`src/rtl/fp_pkg.sv`:
```
`default_nettype none
// ============================================================================
// Module  : fp_pkg
// Brief   : Shared Q8.7 constants and FSM state encoding for the
//           fixed-point inverse-square datapath.
// Revision: 1.0  initial release
// ============================================================================
package fp_pkg;

    // Q8.7 constants
    localparam logic [15:0] FP_ONE  = 16'h0080;
    localparam logic [15:0] FP_MAX  = 16'h7FFF;
    localparam int          FP_FRAC = 7;

    // FSM state encoding
    localparam int          c_ST_W      = 2;
    localparam logic [1:0]  c_ST_IDLE   = 2'd0;
    localparam logic [1:0]  c_ST_SQUARE = 2'd1;
    localparam logic [1:0]  c_ST_DIVIDE = 2'd2;
    localparam logic [1:0]  c_ST_DONE   = 2'd3;

endpackage
`default_nettype wire

```
`src/rtl/fp_div_step.sv`:
```
`default_nettype none
// ============================================================================
// Module  : fp_div_step
// Brief   : One combinational restoring-division step. Shifts the next
//           dividend bit into the partial remainder and subtracts the
//           divisor when it fits, producing one quotient bit.
// Revision: 1.0  initial release
// ============================================================================
module fp_div_step #(
    parameter int W = 32
) (
    input  logic [W-1:0] i_rem,
    input  logic [W-1:0] i_div,
    input  logic         i_bit,
    output logic [W-1:0] o_rem,
    output logic         o_qbit
);

    logic [W-1:0] w_shift;
    logic         w_ge;

    // Shift in the dividend bit; the bit shifted out still counts in the compare.
    always_comb begin
        w_shift = {i_rem[W-2:0], i_bit};
        w_ge    = i_rem[W-1] | (w_shift >= i_div);
        o_qbit  = w_ge;
        o_rem   = w_ge ? (w_shift - i_div) : w_shift;
    end

endmodule
`default_nettype wire

```
`src/rtl/fp_inv_square.sv`:
```
`default_nettype none
// ============================================================================
// Module  : fp_inv_square
// Brief   : x = 1/y^2 in signed Q8.7. One squaring cycle followed by a
//           restoring divider computing 2^21 / |y|^2, valid/ready handshake.
//           Optional macro FP_INV_SQUARE_ROUND_EN: one extra quotient bit,
//           round to nearest (ties away from zero) before saturation.
// Revision: 1.0  initial release
// ============================================================================
module fp_inv_square #(
    parameter int WIDTH     = 16,
    parameter int FRAC      = 7,
    parameter int DIV_ITERS = 22
) (
    input  logic             clk,
    input  logic             reset,
    input  logic             in_valid,
    output logic             in_ready,
    input  logic [WIDTH-1:0] in_y,
    output logic             out_valid,
    input  logic             out_ready,
    output logic [WIDTH-1:0] out_x,
    output logic             out_sat,
    output logic             out_div0
);
    import fp_pkg::*;

`ifdef FP_INV_SQUARE_ROUND_EN
    localparam int c_ITERS = DIV_ITERS + 1;
`else
    localparam int c_ITERS = DIV_ITERS;
`endif
    // Divisor and remainder hold the full |y|^2 product.
    localparam int c_DW    = 2 * WIDTH;
    localparam int c_CNT_W = $clog2(c_ITERS);
    // Counter value at which the single set bit of the dividend 2^(3*FRAC)
    // enters the remainder; the rounding bit sits one position below it.
    localparam int c_ONE_POS = 3 * FRAC + (c_ITERS - DIV_ITERS);

    logic [c_ST_W-1:0]  r_state;
    logic [c_ST_W-1:0]  w_next;
    logic [WIDTH-1:0]   w_abs;
    logic [WIDTH-1:0]   r_mag;
    logic [c_DW-1:0]    r_den;
    logic [c_DW-1:0]    r_rem;
    logic [c_DW-1:0]    w_rem_nxt;
    logic               w_qbit;
    logic               w_num_bit;
    logic [c_ITERS-2:0] r_quo;
    logic [c_ITERS-1:0] w_qfull;
    logic [c_ITERS-1:0] w_qres;
    logic [c_CNT_W-1:0] r_cnt;
    logic               w_last;
    logic               w_sat;
    logic               w_accept;
    logic               w_zero;

    // |y| fits unsigned in WIDTH bits, so -32768 becomes 16'h8000.
    assign w_abs     = in_y[WIDTH-1] ? -in_y : in_y;
    assign w_accept  = (r_state == c_ST_IDLE) && in_valid;
    assign w_zero    = (in_y == '0);
    assign w_last    = (r_state == c_ST_DIVIDE) && (r_cnt == '0);
    assign w_num_bit = (r_cnt == c_CNT_W'(c_ONE_POS));
    assign w_qfull   = {r_quo, w_qbit};

    assign in_ready  = (r_state == c_ST_IDLE);
    assign out_valid = (r_state == c_ST_DONE);

    fp_div_step #(
        .W (c_DW)
    ) u_step (
        .i_rem  (r_rem),
        .i_div  (r_den),
        .i_bit  (w_num_bit),
        .o_rem  (w_rem_nxt),
        .o_qbit (w_qbit)
    );

`ifdef FP_INV_SQUARE_ROUND_EN
    // Drop the extra half-LSB bit, adding it back as the rounding increment.
    assign w_qres = {1'b0, w_qfull[c_ITERS-1:1]} + {{(c_ITERS-1){1'b0}}, w_qfull[0]};
`else
    assign w_qres = w_qfull;
`endif

    // Anything at or above bit WIDTH-1 exceeds the positive Q8.7 range.
    assign w_sat = |w_qres[c_ITERS-1:WIDTH-1];

    // State register.
    always_ff @(posedge clk or posedge reset) begin
        if (reset) begin
            r_state <= c_ST_IDLE;
        end else begin
            r_state <= w_next;
        end
    end

    // Next-state decode; a zero operand bypasses the divider.
    always_comb begin
        w_next = r_state;
        case (r_state)
            c_ST_IDLE:   if (in_valid) w_next = w_zero ? c_ST_DONE : c_ST_SQUARE;
            c_ST_SQUARE: w_next = c_ST_DIVIDE;
            c_ST_DIVIDE: if (r_cnt == '0) w_next = c_ST_DONE;
            c_ST_DONE:   if (out_ready) w_next = c_ST_IDLE;
            default:     w_next = c_ST_IDLE;
        endcase
    end

    // Operand capture, squaring and one divider iteration per cycle.
    always_ff @(posedge clk or posedge reset) begin
        if (reset) begin
            r_mag <= '0;
            r_den <= '0;
            r_rem <= '0;
            r_quo <= '0;
            r_cnt <= '0;
        end else begin
            if (w_accept) begin
                r_mag <= w_abs;
            end
            if (r_state == c_ST_SQUARE) begin
                r_den <= {{WIDTH{1'b0}}, r_mag} * {{WIDTH{1'b0}}, r_mag};
                r_rem <= '0;
                r_quo <= '0;
                r_cnt <= c_CNT_W'(c_ITERS - 1);
            end else if (r_state == c_ST_DIVIDE) begin
                r_rem <= w_rem_nxt;
                r_quo <= {r_quo[c_ITERS-3:0], w_qbit};
                if (r_cnt != '0) begin
                    r_cnt <= r_cnt - c_CNT_W'(1);
                end
            end
        end
    end

    // Result registers, loaded on entry to DONE and held until the next result.
    always_ff @(posedge clk or posedge reset) begin
        if (reset) begin
            out_x    <= '0;
            out_sat  <= 1'b0;
            out_div0 <= 1'b0;
        end else if (w_accept && w_zero) begin
            out_x    <= FP_MAX;
            out_sat  <= 1'b1;
            out_div0 <= 1'b1;
        end else if (w_last) begin
            out_x    <= w_sat ? FP_MAX : w_qres[WIDTH-1:0];
            out_sat  <= w_sat;
            out_div0 <= 1'b0;
        end
    end

endmodule
`default_nettype wire

```
`config.mk`:
```
export PLATFORM = sky130hd
export DESIGN_NAME = fp_inv_square
export DESIGN_NICKNAME = d
export VERILOG_FILES = /design/src/rtl/fp_pkg.sv /design/src/rtl/fp_div_step.sv /design/src/rtl/fp_inv_square.sv
export SDC_FILE = /design/constraint.sdc
export NUM_CORES = 1
export LEC_CHECK = 0
export CAP_MARGIN = 10
export CELL_PAD_IN_SITES_DETAIL_PLACEMENT = 1
export CELL_PAD_IN_SITES_GLOBAL_PLACEMENT = 1
export CORE_ASPECT_RATIO = 1.2
export CORE_UTILIZATION = 43
export DETAILED_ROUTE_END_ITERATION = 12
export PLACE_DENSITY = 0.76
export SYNTH_ARGS = -nofsm -noshare
export SYNTH_HDL_FRONTEND = slang
export SYNTH_SLANG_ARGS = --single-unit
```
`constraint.sdc`:
```
create_clock -name clk -period 9.2 [get_ports clk]
set_input_delay 1.84 -clock clk [delete_from_list [all_inputs] [get_ports clk]]
set_output_delay 1.84 -clock clk [all_outputs]
set_load 0.01 [all_outputs]
```
==> results.md, run 1 <==
- Outcome: completed
- Post_cts resized: 0
- Grt total ovfl: 0
- Cell taking the most area after synthesis: fa_1
- Post-synthesis mux area share: 1.93%
- Longest Clk Path Bufs: 2
- Final HPWL DP: 30000 um
- First-pass DRT Iterations: 4
- Slew HR: 36.3%
- Cells after Synth: 1586
- Critical path origin: r_mag[10]
- FF+latch count, synth: 125
- Synth top area share: 22.5%
- Sequential share of the synthesized area: 21.7%
- RSZ-0062 raised after global routing: no
- Total CTS buffers: 17
- Worst Reg-to-Reg Cells: 22
- Clock sink count: 125
- Layout cell share with drive strength beyond 1: 4.06%
- Root Buffer: clkbuf_16
- Startpoint of the worst hold path: out_sat
- Crit. End Element: register
- DR iter-0 viols: 467
- Top_reg_cell synth: dfrtp_1
- Starting Density: 43.6%
- Area Overhead vs Synth: 8.83%
- R2r setup slk: 2.27 ns
- Count of final max-slew check failures: 0
- Post-synthesis simple-gate area fraction: 11.7%
- CTS tree: done
- Final #Nets: 1916
- First-pass GRT wire length: 64300 um
- # DRC: 0
- Worst-Skew Late Latency: 0.44 ns
- # diodes: 0
- Initial antenna violation count: 0
- Via density per instance: 5.41
- Post-Synthesis Net Count: 1912
- Routed vias: 11100
- Final Hold Vio Count: 0
- Crit path arrival time: 7.22 ns
- Top achievable clock speed: 144 MHz
- Cell variety after synth: 78
- Worst Setup Path Type: reg2reg
- H-tree levels: 4
- Synth Area per Inst: 9.09 um2
- DIE AREA: 34300 um2
- Post-CTS Hold Buffers: 0
- CP Launch Type: register
- Number of setup violations in the final report: 0
- Main combinational cell family by area after synthesis: adder cells
- Number of nets with antenna violations after detailed routing: 0
- RR Startpoint: r_mag[10]
- WHS Endpoint: out_sat
- EDFF count, synth: 0
- Compound-Gate Fraction of Synth Area: 14.6%
- Min Clock Period, post-route: 6.93 ns
- Reg-to-reg endpoint: r_den[29]
- Maximum capacitance violations: 0
- Wire per inst: 18.8 um
- Post-synthesis xor/xnor area fraction: 4.68%
- Final worst-path cycle share: 75.3%
- Reg clk slew, reported paths: 0.06 ns
- Area contributors post-synth: fa_1 23%, dfrtp_1 22%, ha_1 13%, inv_1 8.2%, nand2_1 3.8%
- Hold depth: 1
- Crit Path Max Fanout: 13
- Async set or reset register ratio after synthesis: 100%
- Largest net degree at the start of global routing: 70
- Post-CTS Setup Inserts: 0
- CP required: 9.49 ns
- Die X: 169 um
- Hold/Removal Path Class: reg2reg
- Row count: 73
- Ports: 40
- Synth Area in Adders: 35.0%
- IO Port Bufs: 39
- Syn. warnings: 0
- Count leader, synth: inv_1
- Clock Skew: 0.00888 ns
- Post-Syn Area: 14400 um2
- Post-synth top cells: 316 x inv_1, 162 x fa_1, 146 x nand2_1, 144 x ha_1, 125 x dfrtp_1
- Total wire length: 38600 um
- Vias in the first global route: 12700
- Gr usage total: 24.1%
- GPL Wtd Cong: 0.858
- Setup TNS: 0 ns
- Worst-Margin Slew: 0.955 ns
- CORE AREA: 33100 um2
- Die extent in y: 203 um
[state kept, by name (all words and copies together), names as in the netlist]
signal / cells
r_state: 2
r_den: 31
r_cnt: 5
out_sat: 1
out_div0: 1
r_quo: 21
out_x: 16
r_rem: 32
r_mag: 16
[kinds of logic after synthesis]
group	after synthesis
AO/OA/AOI/OAI	309
XOR/XNOR	77
adder cells (fa/ha/maj)	306
buffers and inverters	378
flip-flops	125
multiplexers	27
AND/OR/NAND/NOR	364
[worst max-delay path, stage by stage (launching register included)]
cell and delay, ns:
dfrtp_1 0.67, inv_1 0.31, nor2_1 0.25, inv_1 0.09, fa_1 0.51, inv_1 0.06
fa_1 0.53, inv_1 0.05, fa_1 0.48, fa_1 0.57, fa_1 0.43, fa_1 0.49
inv_1 0.04, ha_1 0.33, a21o_1 0.20, a221oi_1 0.37, o2bb2ai_1 0.18, o31ai_2 0.14
a2111o_1 0.40, a31oi_1 0.27, o21ai_1 0.14, xnor2_1 0.17, mux2i_1 0.10
[final cells by class]
| cell class | count | area [um2] |
|---|---|---|
| fill | 3929 | 17400 |
| sequential | 125 | 3130 |
| timing repair buffer | 47 | 450 |
| multi-input combinational | 1083 | 9800 |
| clock buffer | 19 | 443 |
| tap | 450 | 563 |
| clock inverter | 12 | 113 |
| inverter | 316 | 1190 |
[worst max-delay path by stage]
stage / endpoint / slack (ns) / depth (start not counted)
2_1_floorplan: r_den[29] / 3.05 / 22
3_5_place_dp: r_den[29] / 2.28 / 22
4_1_cts: r_den[29] / 2.26 / 24
6_report: r_den[29] / 2.27 / 22
3_3_place_gp: r_den[29] / 2.48 / 22
5_1_grt: r_den[29] / 1.93 / 22
[metrics by stage]
stage	cell area, um2	setup WS [ns]	std cells	hold WS, ns	util (%)
final	15700	2.27	2052	0.486	47.4
after global routing	15700	1.93	2052	0.503	47.4
after CTS	15700	2.26	2052	0.493	47.4
after detailed placement	15100	2.28	2021	0.476	45.8
after global placement	15100	2.48	2021	0.470	45.8
after floorplan	14400	3.05	1586	0.460	-
[layer usage]
layer / up-vias / share of wire, % / wire, um / track usage (%)
met5: - / 0 / 0 / 0
met4: 0 / 3.9 / 1500 / 10.6
met3: 89 / 2.1 / 800 / 2.46
met2: 155 / 54 / 20700 / 45.2
met1: 5703 / 40 / 15500 / 27.5
li1: 5152 / - / - / -
[layout by cell type (no fill, tap or decap), drive strengths merged, types with 5 or more instances in the layout]
| cell type | count |
|---|---|
| nor2 | 92 |
| o21a | 8 |
| a31oi | 9 |
| nor4 | 6 |
| buf | 8 |
| a21oi | 85 |
| nand2 | 146 |
| clkinvlp | 5 |
| xor2 | 35 |
| o31ai | 5 |
| clkdlybuf4s50 | 39 |
| or3 | 6 |
| o22a | 15 |
| and3 | 11 |
| ha | 144 |
| nor3 | 16 |
| xnor2 | 42 |
| mux2 | 6 |
| o22ai | 19 |
| fa | 162 |
| o21ai | 54 |
| mux2i | 21 |
| inv | 319 |
| nand3 | 13 |
| dfrtp | 125 |
| o21bai | 8 |
| and2 | 31 |
| clkbuf | 19 |
| nand4 | 7 |
| o2bb2ai | 9 |
| nand2b | 13 |
| a21o | 34 |
| a22o | 20 |
Power of run 1 is not shown: default switching activity piles up to over one toggle a cycle in this logic, so the estimate is an artifact.
==> run 2, diff against run 1 <==
--- a/config.mk
+++ b/config.mk
@@ -11,7 +11,7 @@
 export CORE_ASPECT_RATIO = 1.2
 export CORE_UTILIZATION = 43
 export DETAILED_ROUTE_END_ITERATION = 12
-export PLACE_DENSITY = 0.76
+export PLACE_DENSITY = 0.79
 export SYNTH_ARGS = -nofsm -noshare
 export SYNTH_HDL_FRONTEND = slang
 export SYNTH_SLANG_ARGS = --single-unit
==> constraint.sdc (replaced) <==
create_clock -name clk -period 6.2 [get_ports clk]
set_input_delay 1.24 -clock clk [delete_from_list [all_inputs] [get_ports clk]]
set_output_delay 1.24 -clock clk [all_outputs]
set_load 0.01 [all_outputs]
==> results.md, run 2 (same netlist as run 1, synthesis figures left out) <==
- Slew HR: 15.4%
- RR Startpoint: r_mag[10]
- Worst-Skew Late Latency: 0.44 ns
- Crit. End Element: register
- Finished Cell Area: 16700 um2
- Critical path origin: r_mag[10]
- Most common cell after layout, fill and taps aside: inv_1
- Worst Reg-to-Reg Cells: 22
- Row count: 73
- Post-place instance area: 15600 um2
- Clock Skew: 0.0150 ns
- GPL Wtd Cong: 0.900
- Endpoint of the worst setup timing path: r_den[29]
- H-tree levels: 4
- Commonest cells after routing, fill and taps aside: 304 x inv_1, 158 x fa_1, 143 x nand2_1
- CP required: 6.49 ns
- Post-CTS Hold Buffers: 0
- IO Port Bufs: 39
- Final Hold Vio Count: 0
- Top flop regs: r_rem x32, r_den x31, r_quo x21
- CTS tree: done
- DR iter-0 viols: 386
- Utilization after layout: 50.4%
- Worst Setup Path Type: reg2reg
- Via density per instance: 5.43
- Worst-Margin Slew: 1.27 ns
- Min Clock Period, post-route: 6.23 ns
- # diodes: 0
- Routed vias: 11600
- Ports: 40
- Wire per inst: 19.5 um
- Crit path arrival time: 6.51 ns
- RSZ-0062 raised after global routing: yes
- Grt total ovfl: 0
- Setup TNS: -0.0372 ns
- Layout cell share with drive strength beyond 1: 12.4%
- Outcome: finished with violations
- Vias in the first global route: 13300
- # DRC: 0
- Longest Clk Path Bufs: 2
- Area Overhead vs Synth: 15.7%
- Biggest register: r_rem
- Total CTS buffers: 17
- Max reg flops: 32
- Initial antenna violation count: 0
- Number of setup violations in the final report: 2
- Final #Nets: 1996
- Count of final max-slew check failures: 0
- Crit Path Max Fanout: 5
- Final worst slack: -0.0278 ns
- Root Buffer: clkbuf_16
- Clock sink count: 125
- Post-Place Setup Slack: -0.156 ns
- Top achievable clock speed: 161 MHz
- Maximum capacitance violations: 0
- Final HPWL DP: 31300 um
- Total wire length: 41700 um
- Reg-to-reg endpoint: r_den[29]
- Die extent in y: 203 um
- Failing checks: negative setup slack
- First-pass DRT Iterations: 4
- # fillers: 3904
- First-pass GRT wire length: 67100 um
- Reg clk slew, reported paths: 0.07 ns
- CORE AREA: 33100 um2
- R2r setup slk: -0.03 ns
- Die X: 169 um
- Starting Density: 43.6%
- Hold/Removal Path Class: reg2reg
- CP Launch Type: register
- Number of nets with antenna violations after detailed routing: 0
- Gr usage total: 25.1%
- Final worst-path cycle share: 100%
- DIE AREA: 34300 um2
- Largest net degree at the start of global routing: 58
==> run 2: repair_timing <==
action                                  in CTS  in global routing
hold endpoints to repair                     0                  0
pin swaps                                    1                 36
endpoints found under the setup margin       9                 11
setup buffers                                1                 22
cloned                                       0                  0
gates resized for setup                     11                 71
==> run 2: final cells by class <==
class / instances / area [um2] / share of cell area [%]
multi-input combinational: 1083 / 10100 / 60.3
sequential: 125 / 3140 / 18.8
inverter: 316 / 1200 / 7.17
timing repair buffer: 127 / 1100 / 6.58
tap: 450 / 563 / 3.38
clock buffer: 17 / 425 / 2.55
clock inverter: 15 / 195 / 1.17
==> run 2: how the worst min path moves through the flow <==
stage / startpoint / end / slack, ns / depth (start not counted)
3_5_place_dp: out_div0 / out_div0 / 0.47 / 2
5_1_grt: out_sat / out_sat / 0.52 / 1
4_1_cts: out_div0 / out_div0 / 0.49 / 2
6_report: out_div0 / out_div0 / 0.49 / 2
2_1_floorplan: r_quo[0] / out_x[1] / 0.46 / 1
3_3_place_gp: out_div0 / out_div0 / 0.47 / 2
==> run 2: stage by stage <==
step | cells | hold slack [ns]
2_1_floorplan | 1586 | 0.460
3_5_place_dp | 2078 | 0.469
5_1_grt | 2133 | 0.522
6_report | 2133 | 0.487
3_3_place_gp | 2078 | 0.467
4_1_cts | 2111 | 0.492
==> run 2: critical path, stage by stage (launching register included) <==
cell and delay [ns]:
dfrtp_1 0.43, buf_6 0.15, and2_4 0.17, fa_1 0.59, inv_1 0.07, fa_1 0.52, inv_2 0.05, fa_1 0.49
fa_2 0.50, fa_1 0.52, inv_1 0.06, fa_1 0.51, inv_2 0.05, ha_4 0.21, and3_4 0.16, a221oi_4 0.30
o2bb2ai_2 0.16, o31ai_4 0.11, a2111o_1 0.48, a31oi_4 0.24, o21ai_2 0.07, xnor2_1 0.15, mux2i_1 0.10
==> run 2: per-layer routing <==
layer,up-vias,share of wire [%],GRT usage (%)
li1,5309,-,-
met1,5962,39,27.7
met2,195,55,47.8
met3,122,2.0,2.71
met4,0,4.7,11.1
met5,-,0,0
Power of run 2 is left out for the same reason.
